--- src/rtl/hazard_forward_unit.sv ---
// Decode-side dependence checker: tracks in-flight writers after decode, selects
// per-operand forwarding sources, stalls decode on load-use and emits EX/DM memory controls.
module hazard_forward_unit #(
  parameter int unsigned STAGES     = 2,
  parameter int unsigned LOAD_STAGE = 2,
  parameter logic [5:0]  OP_LOAD    = 6'b100011,
  parameter logic [5:0]  OP_STORE   = 6'b101011,
  parameter int unsigned ZERO_REG   = 1,
  parameter int unsigned SW         = $clog2(STAGES + 1)
) (
  input  logic          clk,
  input  logic          reset,
  input  logic [31:0]   ins,
  input  logic          in_valid,
  output logic          in_ready,
  output logic          stall,
  output logic [5:0]    op_dec,
  output logic [15:0]   imm,
  output logic          imm_sel,
  output logic [SW-1:0] mux_sel_A,
  output logic [SW-1:0] mux_sel_B,
  output logic          mem_en_ex,
  output logic          mem_rw_ex,
  output logic          mem_mux_sel_dm,
  output logic [4:0]    RW_dm,
  output logic          wb_en_dm
);

  localparam logic [SW-1:0] FIRST = SW'(1);
  localparam logic [SW-1:0] LAST  = SW'(STAGES);

  logic                  d_valid;
  logic [31:0]           d_ins;
  logic [STAGES:1]       w_valid;
  logic [STAGES:1][5:0]  w_op;
  logic [STAGES:1][4:0]  w_rd;

  logic [5:0]    d_op;
  logic [4:0]    d_rd, d_rs1, d_rs2;
  logic          d_load, d_store, d_imm_sel;
  logic          rs1_live, rs2_live;
  logic          hazard;
  logic [SW-1:0] sel_a, sel_b;

  assign d_op      = d_ins[31:26];
  assign d_rd      = d_ins[25:21];
  assign d_rs1     = d_ins[20:16];
  assign d_rs2     = d_ins[15:11];
  assign d_load    = d_valid && (d_op == OP_LOAD);
  assign d_store   = d_valid && (d_op == OP_STORE);
  assign d_imm_sel = d_valid && (d_op[0] || d_load || d_store);

  // A source is "live" only if it is actually read and not the hardwired zero register.
  assign rs1_live = d_valid && !((ZERO_REG != 0) && (d_rs1 == 5'd0));
  assign rs2_live = d_valid && !d_imm_sel && !((ZERO_REG != 0) && (d_rs2 == 5'd0));

  // Scan oldest to youngest so the youngest matching writer overwrites the select.
  always_comb begin
    sel_a  = '0;
    sel_b  = '0;
    hazard = 1'b0;
    for (int unsigned k = STAGES; k >= 1; k--) begin
      if (w_valid[SW'(k)] && (w_op[SW'(k)] != OP_STORE)) begin
        if (rs1_live && (w_rd[SW'(k)] == d_rs1)) sel_a = SW'(k);
        if (rs2_live && (w_rd[SW'(k)] == d_rs2)) sel_b = SW'(k);
        if ((k < LAST_LOAD()) && (w_op[SW'(k)] == OP_LOAD) &&
            ((rs1_live && (w_rd[SW'(k)] == d_rs1)) ||
             (rs2_live && (w_rd[SW'(k)] == d_rs2))))
          hazard = 1'b1;
      end
    end
  end

  function automatic int unsigned LAST_LOAD();
    return LOAD_STAGE;
  endfunction

  always_ff @(posedge clk or negedge reset) begin
    if (!reset) begin
      d_valid <= 1'b0;
      d_ins   <= '0;
      w_valid <= '0;
      w_op    <= '0;
      w_rd    <= '0;
    end else begin
      for (int unsigned k = 1; k < STAGES; k++) begin
        w_valid[SW'(k + 1)] <= w_valid[SW'(k)];
        w_op[SW'(k + 1)]    <= w_op[SW'(k)];
        w_rd[SW'(k + 1)]    <= w_rd[SW'(k)];
      end
      if (!hazard) begin
        w_valid[FIRST] <= d_valid;
        w_op[FIRST]    <= d_op;
        w_rd[FIRST]    <= d_rd;
        d_valid        <= in_valid;
        d_ins          <= in_valid ? ins : '0;
      end else begin
        // Decode holds; a bubble enters stage 1 while the load moves on.
        w_valid[FIRST] <= 1'b0;
        w_op[FIRST]    <= '0;
        w_rd[FIRST]    <= '0;
      end
    end
  end

  assign in_ready       = !hazard;
  assign stall          = hazard;
  assign op_dec         = d_op;
  assign imm            = d_ins[15:0];
  assign imm_sel        = d_imm_sel;
  assign mux_sel_A      = sel_a;
  assign mux_sel_B      = sel_b;
  assign mem_en_ex      = w_valid[FIRST] && ((w_op[FIRST] == OP_LOAD) || (w_op[FIRST] == OP_STORE));
  assign mem_rw_ex      = w_valid[FIRST] && (w_op[FIRST] == OP_STORE);
  assign mem_mux_sel_dm = w_valid[LAST] && (w_op[LAST] == OP_LOAD);
  assign RW_dm          = w_rd[LAST];
  assign wb_en_dm       = w_valid[LAST] && (w_op[LAST] != OP_STORE);

endmodule

--- config.mk ---
export PLATFORM = sky130hd
export DESIGN_NAME = hazard_forward_unit
export DESIGN_NICKNAME = d
export VERILOG_FILES = /design/src/rtl/hazard_forward_unit.sv
export SDC_FILE = /design/constraint.sdc
export NUM_CORES = 1
export LEC_CHECK = 0
export BUFFER_PORTS_ARGS = -buffer_cell sky130_fd_sc_hd__buf_2
export CAP_MARGIN = 20
export CORE_ASPECT_RATIO = 1.2
export CORE_UTILIZATION = 25
export DETAILED_ROUTE_END_ITERATION = 8
export GPL_TIMING_DRIVEN = 0
export HOLD_SLACK_MARGIN = 0.02
export PLACE_DENSITY = 0.57
export SLEW_MARGIN = 20
export SYNTH_ARGS = -nofsm -noshare
export SYNTH_HDL_FRONTEND = slang
export SYNTH_SLANG_ARGS = --single-unit
--- constraint.sdc ---
create_clock -name clk -period 2.1 [get_ports clk]
set_clock_uncertainty 0.1 [all_clocks]
set_input_delay 0.63 -clock clk [delete_from_list [all_inputs] [get_ports clk]]
set_output_delay 0.63 -clock clk [all_outputs]
set_load 0.02 [all_outputs]
==> results.yml, run 1 <==
route:
  drtPass1Iterations: 8
  wl_per_cell_um: 14.50
  ant_nets: 0
  routed-via-count: 2322
  drc: 2
  viasPerCell: 4.535
  drtIter0Drc: 54
  wl_um: 7424
sta:
  setup_tns_ns: -4.211
  rsz0062_at_grt: "true"
  setup_slack_ns: -0.6573
  slew_violations: 0
  slew_headroom: 0.5214
  fmax_ghz: 0.3627
  min_period_ns: 2.757
  setup_viol: 16
  worst_pin_slew_ns: 0.7179
  period_share: 1.313
  hold_viol_final: 0
  holdWs_ns: 0.2471
global_routing:
  globalRouteOverflowTotal: 0
  track_usage: 0.1326
  grt_pass1_wl_um: 11810
  grt_antenna_before_repair: 0
  grt_max_degree: 58
  first_global_vias: 2352
outcome:
  outcome: "complete, but fails checks"
  violations: "design-rule violations, negative setup slack"
yosys:
  synth_seq_area_share: 0.5108
  synth_top_area_cell: "dfrtp_1"
  synth.area.top_cells: "dfrtp_1 (51%), o211ai_1 (8.9%), buf_4 (7.3%)"
  syn_inst: 272
  syn_area_sq_mm: 0.002793
  synth_cell_types: 30
  synth_top_area_share: 0.5108
  yosys_register_bits: 57
  yosys_warnings: 0
  postSynthNetCount: 307
  syn_avg_cell_area_sq_um: 10.27
pwr:
  leakagePower_nw: 1.957
  p_per_area_mw_per_mm2: 722.5
  irDropWorstVdd_uv: 381.6
die:
  row_count: 41
  initial_utilization: 0.2617
  core_sq_mm: 0.01067
  die_area_sq_mm: 0.01160
  die_height_um: 117.8
  die_width_um: 98.48
  ios: 73
cts:
  clockBufferDepth: 2
  clock-sinks: 57
  cts_buffers: 9
  holdBufCountCts: 0
  cts.htree.levels: 3
  cts_tree: "yes"
  cts-root-buf: "clkbuf_16"
  clk_latency_ns: 0.33
  clk_pin_slew_ns: 0.05
critical_path:
  critical_path.endpoint_type: "output port"
  r2r_cells: 8
  critical_path.max_fanout: 3
  start_kind: "flip-flop"
  path_class: "reg2out"
  required_ns: 1.37
  crit_arrival_ns: 2.03
layout:
  fillCellCount: 1042
  syn_to_final_growth_pct: 50.90
  drive_gt1_frac: 0.5535
  diodes: 0
  nets: 413
  design_area_sq_mm: 0.004214
placed_design:
  gp_congestion: 0.8081
  numPortBuffers: 71
  dp_hpwl_um: 5200
  dpl_cell_area_sq_mm: 0.003344
min_path:
  hold_path.class: "in2async"
job:
  cap_viol_max_count: 0
[cell usage in the layout, fill, tap and decap left out, types with 10 or more instances in the layout]
cell      instances
and2_1           12
buf_2            62
buf_4            50
buf_6            13
dfrtp_1          48
nand2_1          38
o211ai_1         33
o21ai_1          15
o21ai_2          16
xnor2_2          10
[worst max-delay path, stage by stage, from the launching register on]
cell,delay (ns)
dfrtp_2,0.41
or4_4,0.54
o21ai_4,0.17
nor4_4,0.07
o21ai_2,0.21
inv_2,0.06
buf_6,0.12
buf_6,0.12
[registers in the layout, indices dropped and copies added (netlist names)]
register  cells
RW_dm         5
w_valid       2
w_op         12
d_valid       1
w_rd          5
d_ins        32
[final cells by class]
type                    instances  area, sq um  share of cell area
well taps                     129        161.4             0.03830
inverters                       2        7.507            0.001781
clock buffers                   9        225.2             0.05344
flip-flops and latches         57         1438              0.3412
clock inverters                 7        71.32             0.01692
plain buffers                  44        327.8             0.07779
repair buffers                 95        639.4              0.1517
multi-input cells             169         1344              0.3189
[worst paths after layout]
path	startpoint	endpoint	slack, ns
max	d_ins[18]$_DFFE_PN0N_	stall	-0.66
min	reset	d_ins[6]$_DFFE_PN0N_	0.25
max reg2reg	d_ins[18]$_DFFE_PN0N_	d_ins[5]$_DFFE_PN0N_	-0.10
min reg2reg	w_op[5]$_DFF_PN0_	w_op[11]$_DFF_PN0_	0.28
max in group asynchronous	reset	w_rd[4]$_DFF_PN0_	1.12
min in group clk	w_op[5]$_DFF_PN0_	w_op[11]$_DFF_PN0_	0.28
[through the flow]
step / setup slack (ns) / total power [mW] / instances / util
5_1_grt: -0.7022 / 3.165 / 512 / 0.3949
4_1_cts: -0.7021 / 3.045 / 506 / 0.3756
3_3_place_gp: -0.6797 / 1.535 / 472 / 0.3132
2_1_floorplan: -0.3729 / 1.415 / 272 / -
3_5_place_dp: -0.7567 / 1.541 / 472 / 0.3134
6_report: -0.6573 / 3.045 / 512 / 0.3949
[cell families after synthesis]
family | synth area share
xor gates and xnor gates | 0.06272
buffers and inverters | 0.1080
AOI/OAI and AO/OA | 0.1716
DFF | 0.5108
and+or+nand+nor | 0.1470
[power by group]
group	switching (mW)	internal, mW
clock	0.515	0.913
sequential	0.0595	1.16
combinational	0.205	0.194
total	0.780	2.26
[Yosys cell counts]
cell	n
and2_1	15
nor4b_2	2
dfrtp_1	57
inv_1	1
buf_6	3
or4_1	1
xnor2_1	14
buf_2	4
xor2_1	6
buf_4	27
o21ai_1	25
nor2b_1	1
nor4_1	3
o211ai_1	33
nand2b_1	2
nor4bb_1	1
nor2_1	4
o21ai_2	8
or4_4	1
a31oi_1	1
inv_2	1
nand4b_1	1
clkbuf_1	10
nand3_1	2
and3_1	1
nor4_2	2
a21boi_0	2
nor3_1	1
nand2_1	40
o21ai_0	3
[repair_timing]
action,4_1_cts,5_1_grt
pin swaps,15,18
hold endpoints to repair,0,0
resized for setup,52,38
cloned,1,0
setup endpoints to repair,53,51
buffers inserted,22,6
[routing by layer]
layer,vias up,track usage,wire [um],part of all wire
met5,-,0,0,0
met1,1129,0.1619,3055,0.41
met2,45,0.2170,3892,0.52
li1,1135,-,-,-
met3,13,0.03266,316,0.043
met4,0,0.06530,159,0.021
No activity file was read; power rests on OpenSTA's default activity.
==> inputs of run 2 (changes only) <==
--- a/config.mk
+++ b/config.mk
@@ -8,6 +8,7 @@
 export BUFFER_PORTS_ARGS = -buffer_cell sky130_fd_sc_hd__buf_2
 export CAP_MARGIN = 20
 export CORE_ASPECT_RATIO = 1.2
+export CORE_MARGIN = 1.5
 export CORE_UTILIZATION = 25
 export DETAILED_ROUTE_END_ITERATION = 8
 export GPL_TIMING_DRIVEN = 0
==> results.yml, run 2 (synthesis results as in run 1) <==
die:
  initial_utilization: 0.2543
  die_width_um: 99.48
  row_count: 42
  ios: 73
  die_height_um: 118.8
  core_sq_mm: 0.01098
  die_area_sq_mm: 0.01182
route:
  ant_nets: 0
  routed-via-count: 2328
  drtIter0Drc: 115
  viasPerCell: 4.503
  wl_um: 7620
  drtPass1Iterations: 4
  wl_per_cell_um: 14.74
  drc: 0
placed_design:
  numPortBuffers: 71
  dp_hpwl_um: 5226
  dpl_cell_area_sq_mm: 0.003348
  gp_congestion: 0.8164
  pre_cts_ws_ns: -0.7028
critical_path:
  required_ns: 1.37
  r2r_end: "d_ins[5]$_DFFE_PN0N_"
  crit_arrival_ns: 2.05
  startpoint: "d_ins[16]$_DFFE_PN0N_"
  path_class: "reg2out"
  r2r_cells: 8
  critical_path.max_fanout: 3
  reg2reg_from: "d_ins[16]$_DFFE_PN0N_"
  r2r_slack_ns: -0.11
  start_kind: "flip-flop"
  critical_path.endpoint_type: "output port"
pwr:
  leakagePower_nw: 1.942
  p_comb_frac: 0.137
  p_sw_uw: 743.1
  p_seq_frac: 0.412
  irDropWorstVdd_uv: 411.3
  finalPower_mw: 2.953
  clockPowerShare: 0.451
  switching_share: 0.2516
  p_per_area_mw_per_mm2: 704.4
  p_int_mw: 2.210
cts:
  clk_latency_ns: 0.33
  holdBufCountCts: 0
  cts_buffers: 9
  cts-root-buf: "clkbuf_16"
  cts.htree.levels: 3
  cts_tree: "yes"
  clock-sinks: 57
  clockBufferDepth: 2
  clk_pin_slew_ns: 0.05
layout:
  final_core_util: 0.3818
  layout_common_cells: "buf_2 (60), buf_4 (48), dfrtp_1 (47), nand2_1 (37), o211ai_1 (33)"
  nets: 415
  largest-register: "d_ins"
  largest_reg_flops: 32
  largestRegisters: "d_ins: 32 flops, w_op: 12 flops"
  diodes: 0
  layout_commonest_cell: "buf_2"
  syn_to_final_growth_pct: 50.13
  drive_gt1_frac: 0.5325
  design_area_sq_mm: 0.004193
sta:
  slew_headroom: 0.5211
  period_share: 1.322
  min_period_ns: 2.776
  rsz0062_at_grt: "true"
  worst_pin_slew_ns: 0.7184
  hold_viol_final: 0
  setup_slack_ns: -0.6759
  setup_viol: 40
  fmax_ghz: 0.3602
  slew_violations: 0
global_routing:
  globalRouteOverflowTotal: 0
  track_usage: 0.1282
  grt_max_degree: 58
  first_global_vias: 2251
  grt_pass1_wl_um: 11620
  grt_antenna_before_repair: 0
job:
  cap_viol_max_count: 0
outcome:
  violations: "negative setup slack"
  outcome: "complete, but fails checks"
min_path:
  hold_path.class: "in2async"
==> run 2: critical path, stage by stage, from the launching register on <==
cell	delay [ns]
dfrtp_2	0.42
or4_4	0.56
o21ai_4	0.17
nor4_4	0.07
o21ai_2	0.19
inv_2	0.06
buf_8	0.12
buf_6	0.12
==> run 2: how the worst max path moves through the flow <==
| stage | to | slack [ns] |
|---|---|---|
| 4_1_cts | stall | -0.68 |
| 6_report | stall | -0.68 |
| 5_1_grt | stall | -0.76 |
| 3_3_place_gp | stall | -0.68 |
| 3_5_place_dp | stall | -0.70 |
| 2_1_floorplan | stall | -0.37 |
==> run 2: layer usage <==
metal / global-route usage / wire (um)
met3: 0.02898 / 281
met4: 0.05898 / 156
met5: 0 / 0
met1: 0.1547 / 3092
met2: 0.2153 / 4091
==> run 2: what timing repair did <==
item / 4_1_cts / 5_1_grt
setup buffers: 23 / 7
pin swaps: 18 / 43
resized for setup: 55 / 34
gates cloned: 1 / 4
endpoints found under the setup margin: 52 / 53
==> run 2: layout make-up <==
cell class | instances | area (sq um)
buffer | 44 | 336.6
clock buffer | 11 | 252.7
clock inverter | 5 | 30.03
fill | 1052 | 6790
inverter | 2 | 7.507
multi-input combinational | 169 | 1289
sequential | 57 | 1439
tap | 132 | 165.2
timing repair buffer | 97 | 673.1
==> run 2: stage by stage <==
step           TNS, ns  instances  hold WS, ns
2_1_floorplan  -0.8057        272       0.2344
3_3_place_gp    -7.487        475       0.2574
3_5_place_dp    -8.017        475       0.2615
4_1_cts         -4.516        506       0.2737
5_1_grt         -10.67        517       0.2866
6_report        -5.832        517       0.2612
==> run 2: power groups by stage <==
stage	clock, mW	combinational (mW)	sequential [mW]
after floorplan	0	0.204	1.21
after global placement	0	0.304	1.23
after detailed placement	0	0.310	1.23
after CTS	1.35	0.374	1.21
after global routing	1.40	0.439	1.22
final	1.33	0.404	1.22
==> inputs of run 3 (changes only) <==
--- a/config.mk
+++ b/config.mk
@@ -14,6 +14,7 @@
 export GPL_TIMING_DRIVEN = 0
 export HOLD_SLACK_MARGIN = 0.02
 export PLACE_DENSITY = 0.57
+export SETUP_SLACK_MARGIN = 0.02
 export SLEW_MARGIN = 20
 export SYNTH_ARGS = -nofsm -noshare
 export SYNTH_HDL_FRONTEND = slang
==> results.yml, run 3 (synthesis results as in run 1) <==
layout:
  layout_commonest_cell: "buf_2"
  syn_to_final_growth_pct: 54.44
  fillCellCount: 1035
  nets: 417
  largest-register: "d_ins"
  drive_gt1_frac: 0.5581
  largestRegisters: "d_ins: 32 flops, w_op: 12 flops"
  design_area_sq_mm: 0.004313
  stdcell_count: 519
  final_core_util: 0.3927
  largest_reg_flops: 32
  final-seq-area_sq_mm: 0.001436
  multi_input_area_sq_mm: 0.001334
  diodes: 0
  layout_common_cells: "buf_2 (60), dfrtp_1 (49), buf_4 (49), nand2_1 (37), o211ai_1 (33)"
critical_path:
  r2r_end: "d_ins[8]$_DFFE_PN0N_"
  required_ns: 1.37
  crit_path_cell_trace: "or4_4 -> o21ai_4 -> nor4_4 -> o21ai_2 -> inv_2 -> buf_8 -> buf_6"
  r2r_slack_ns: -0.12
  critical_path.max_fanout: 3
  path_delay_family: "simple AND/OR/NAND/NOR gates"
  slowest_stage: "or4_4"
  startpoint: "d_ins[16]$_DFFE_PN0N_"
  cp_num_buf_inv: 3
  reg2reg_from: "d_ins[16]$_DFFE_PN0N_"
  crit_cells: 7
  path_class: "reg2out"
  critical_path.endpoint_type: "output port"
  endpoint: "stall"
  r2r_cells: 8
  crit_arrival_ns: 2.05
  slowest_delay_ns: 0.57
  start_kind: "flip-flop"
global_routing:
  grt_antenna_before_repair: 0
  grt_pass1_wl_um: 11600
  track_usage: 0.1280
  grt_max_degree: 58
  globalRouteOverflowTotal: 0
  first_global_vias: 2283
die:
  row_count: 42
  core_sq_mm: 0.01098
  ios: 73
  die_area_sq_mm: 0.01182
  initial_utilization: 0.2543
  die_height_um: 118.8
  die_width_um: 99.48
outcome:
  violations: "negative setup slack"
  outcome: "complete, but fails checks"
cts:
  clockBufferDepth: 2
  cts.htree.levels: 3
  cts-root-buf: "clkbuf_16"
  cts_tree: "yes"
  clk_latency_ns: 0.32
  cts_buffers: 9
  clk_pin_slew_ns: 0.05
  clock-sinks: 57
route:
  drtIter0Drc: 153
  routed-via-count: 2345
  drc: 0
  wl_per_cell_um: 14.73
  ant_nets: 0
  viasPerCell: 4.518
  drtPass1Iterations: 4
  wl_um: 7645
sta:
  period_share: 1.322
  min_period_ns: 2.776
  rsz0062_at_grt: "true"
  slew_headroom: 0.5199
  slew_violations: 0
  setup_viol: 51
  setup_tns_ns: -5.887
  hold_viol_final: 0
  worst_pin_slew_ns: 0.7202
  setup_slack_ns: -0.6756
  fmax_ghz: 0.3603
placed_design:
  gp_congestion: 0.8164
  dpl_cell_area_sq_mm: 0.003348
  numPortBuffers: 71
  dp_cells: 475
  dp_hpwl_um: 5226
pwr:
  leakagePower_nw: 1.993
  finalPower_mw: 2.966
  p_per_area_mw_per_mm2: 687.7
  irDropWorstVdd_uv: 399.9
job:
  cap_viol_max_count: 0
min_path:
  hold_path.class: "in2async"
==> run 3: cell types whose count changed in the layout (fill, tap and decap cells not counted), sizes merged <==
cell / delta
buf: +1
clkbuf: +1
==> run 3: worst min path at each step <==
stage | end | start
after floorplan | RW_dm[0]$_DFF_PN0_ | reset
final | d_ins[10]$_DFFE_PN0N_ | reset
after global placement | w_op[10]$_DFF_PN0_ | w_op[4]$_DFF_PN0_
after CTS | w_op[11]$_DFF_PN0_ | w_op[5]$_DFF_PN0_
after global routing | w_op[7]$_DFF_PN0_ | w_op[1]$_DFF_PN0_
after detailed placement | w_op[10]$_DFF_PN0_ | w_op[4]$_DFF_PN0_
==> run 3: power by group <==
| group | leakage, nW | internal (mW) | total (mW) | switching (mW) |
|---|---|---|---|---|
| combinational | 1.14 | 0.209 | 0.421 | 0.213 |
| clock | 0.137 | 0.852 | 1.33 | 0.478 |
| sequential | 0.720 | 1.16 | 1.21 | 0.0558 |
| total | 1.99 | 2.22 | 2.97 | 0.747 |
==> run 3: per-layer routing <==
metal  up-vias  track usage  share of wire
met5         -            0              0
met2        60       0.2166           0.53
met3        15      0.02898          0.037
met1      1128       0.1537           0.42
met4         0      0.05810          0.019
li1       1142            -              -
==> run 3: repair_timing <==
item	4_1_cts	5_1_grt
resized for setup	69	40
gates cloned	1	4
pin swaps	20	36
buffers inserted	29	4
hold buffers	0	0
setup endpoints to repair	52	54
==> run 3: layout make-up <==
type,count,area share
inverter,2,0.001741
clock inverter,5,0.006963
buffer,44,0.08848
sequential,57,0.3330
multi-input combinational,169,0.3093
clock buffer,11,0.05860
tap,132,0.03829
timing repair buffer,99,0.1636
==> run 3: worst reg2reg max path: stages, from the launching register on <==
cell       delay [ns]
dfrtp_2          0.42
or4_4            0.57
o21ai_4          0.18
nor4_4           0.07
o21ai_2          0.20
inv_2            0.06
buf_4            0.17
bufbuf_16        0.27
o21ai_1          0.12
==> run 3: through the flow <==
| step | hold WS, ns | worst slack [ns] |
|---|---|---|
| finish | 0.2532 | -0.6756 |
| global route | 0.2866 | -0.7669 |
| CTS | 0.2737 | -0.6832 |
| detailed placement | 0.2615 | -0.7028 |
| global placement | 0.2574 | -0.6777 |
| floorplan | 0.2344 | -0.3729 |
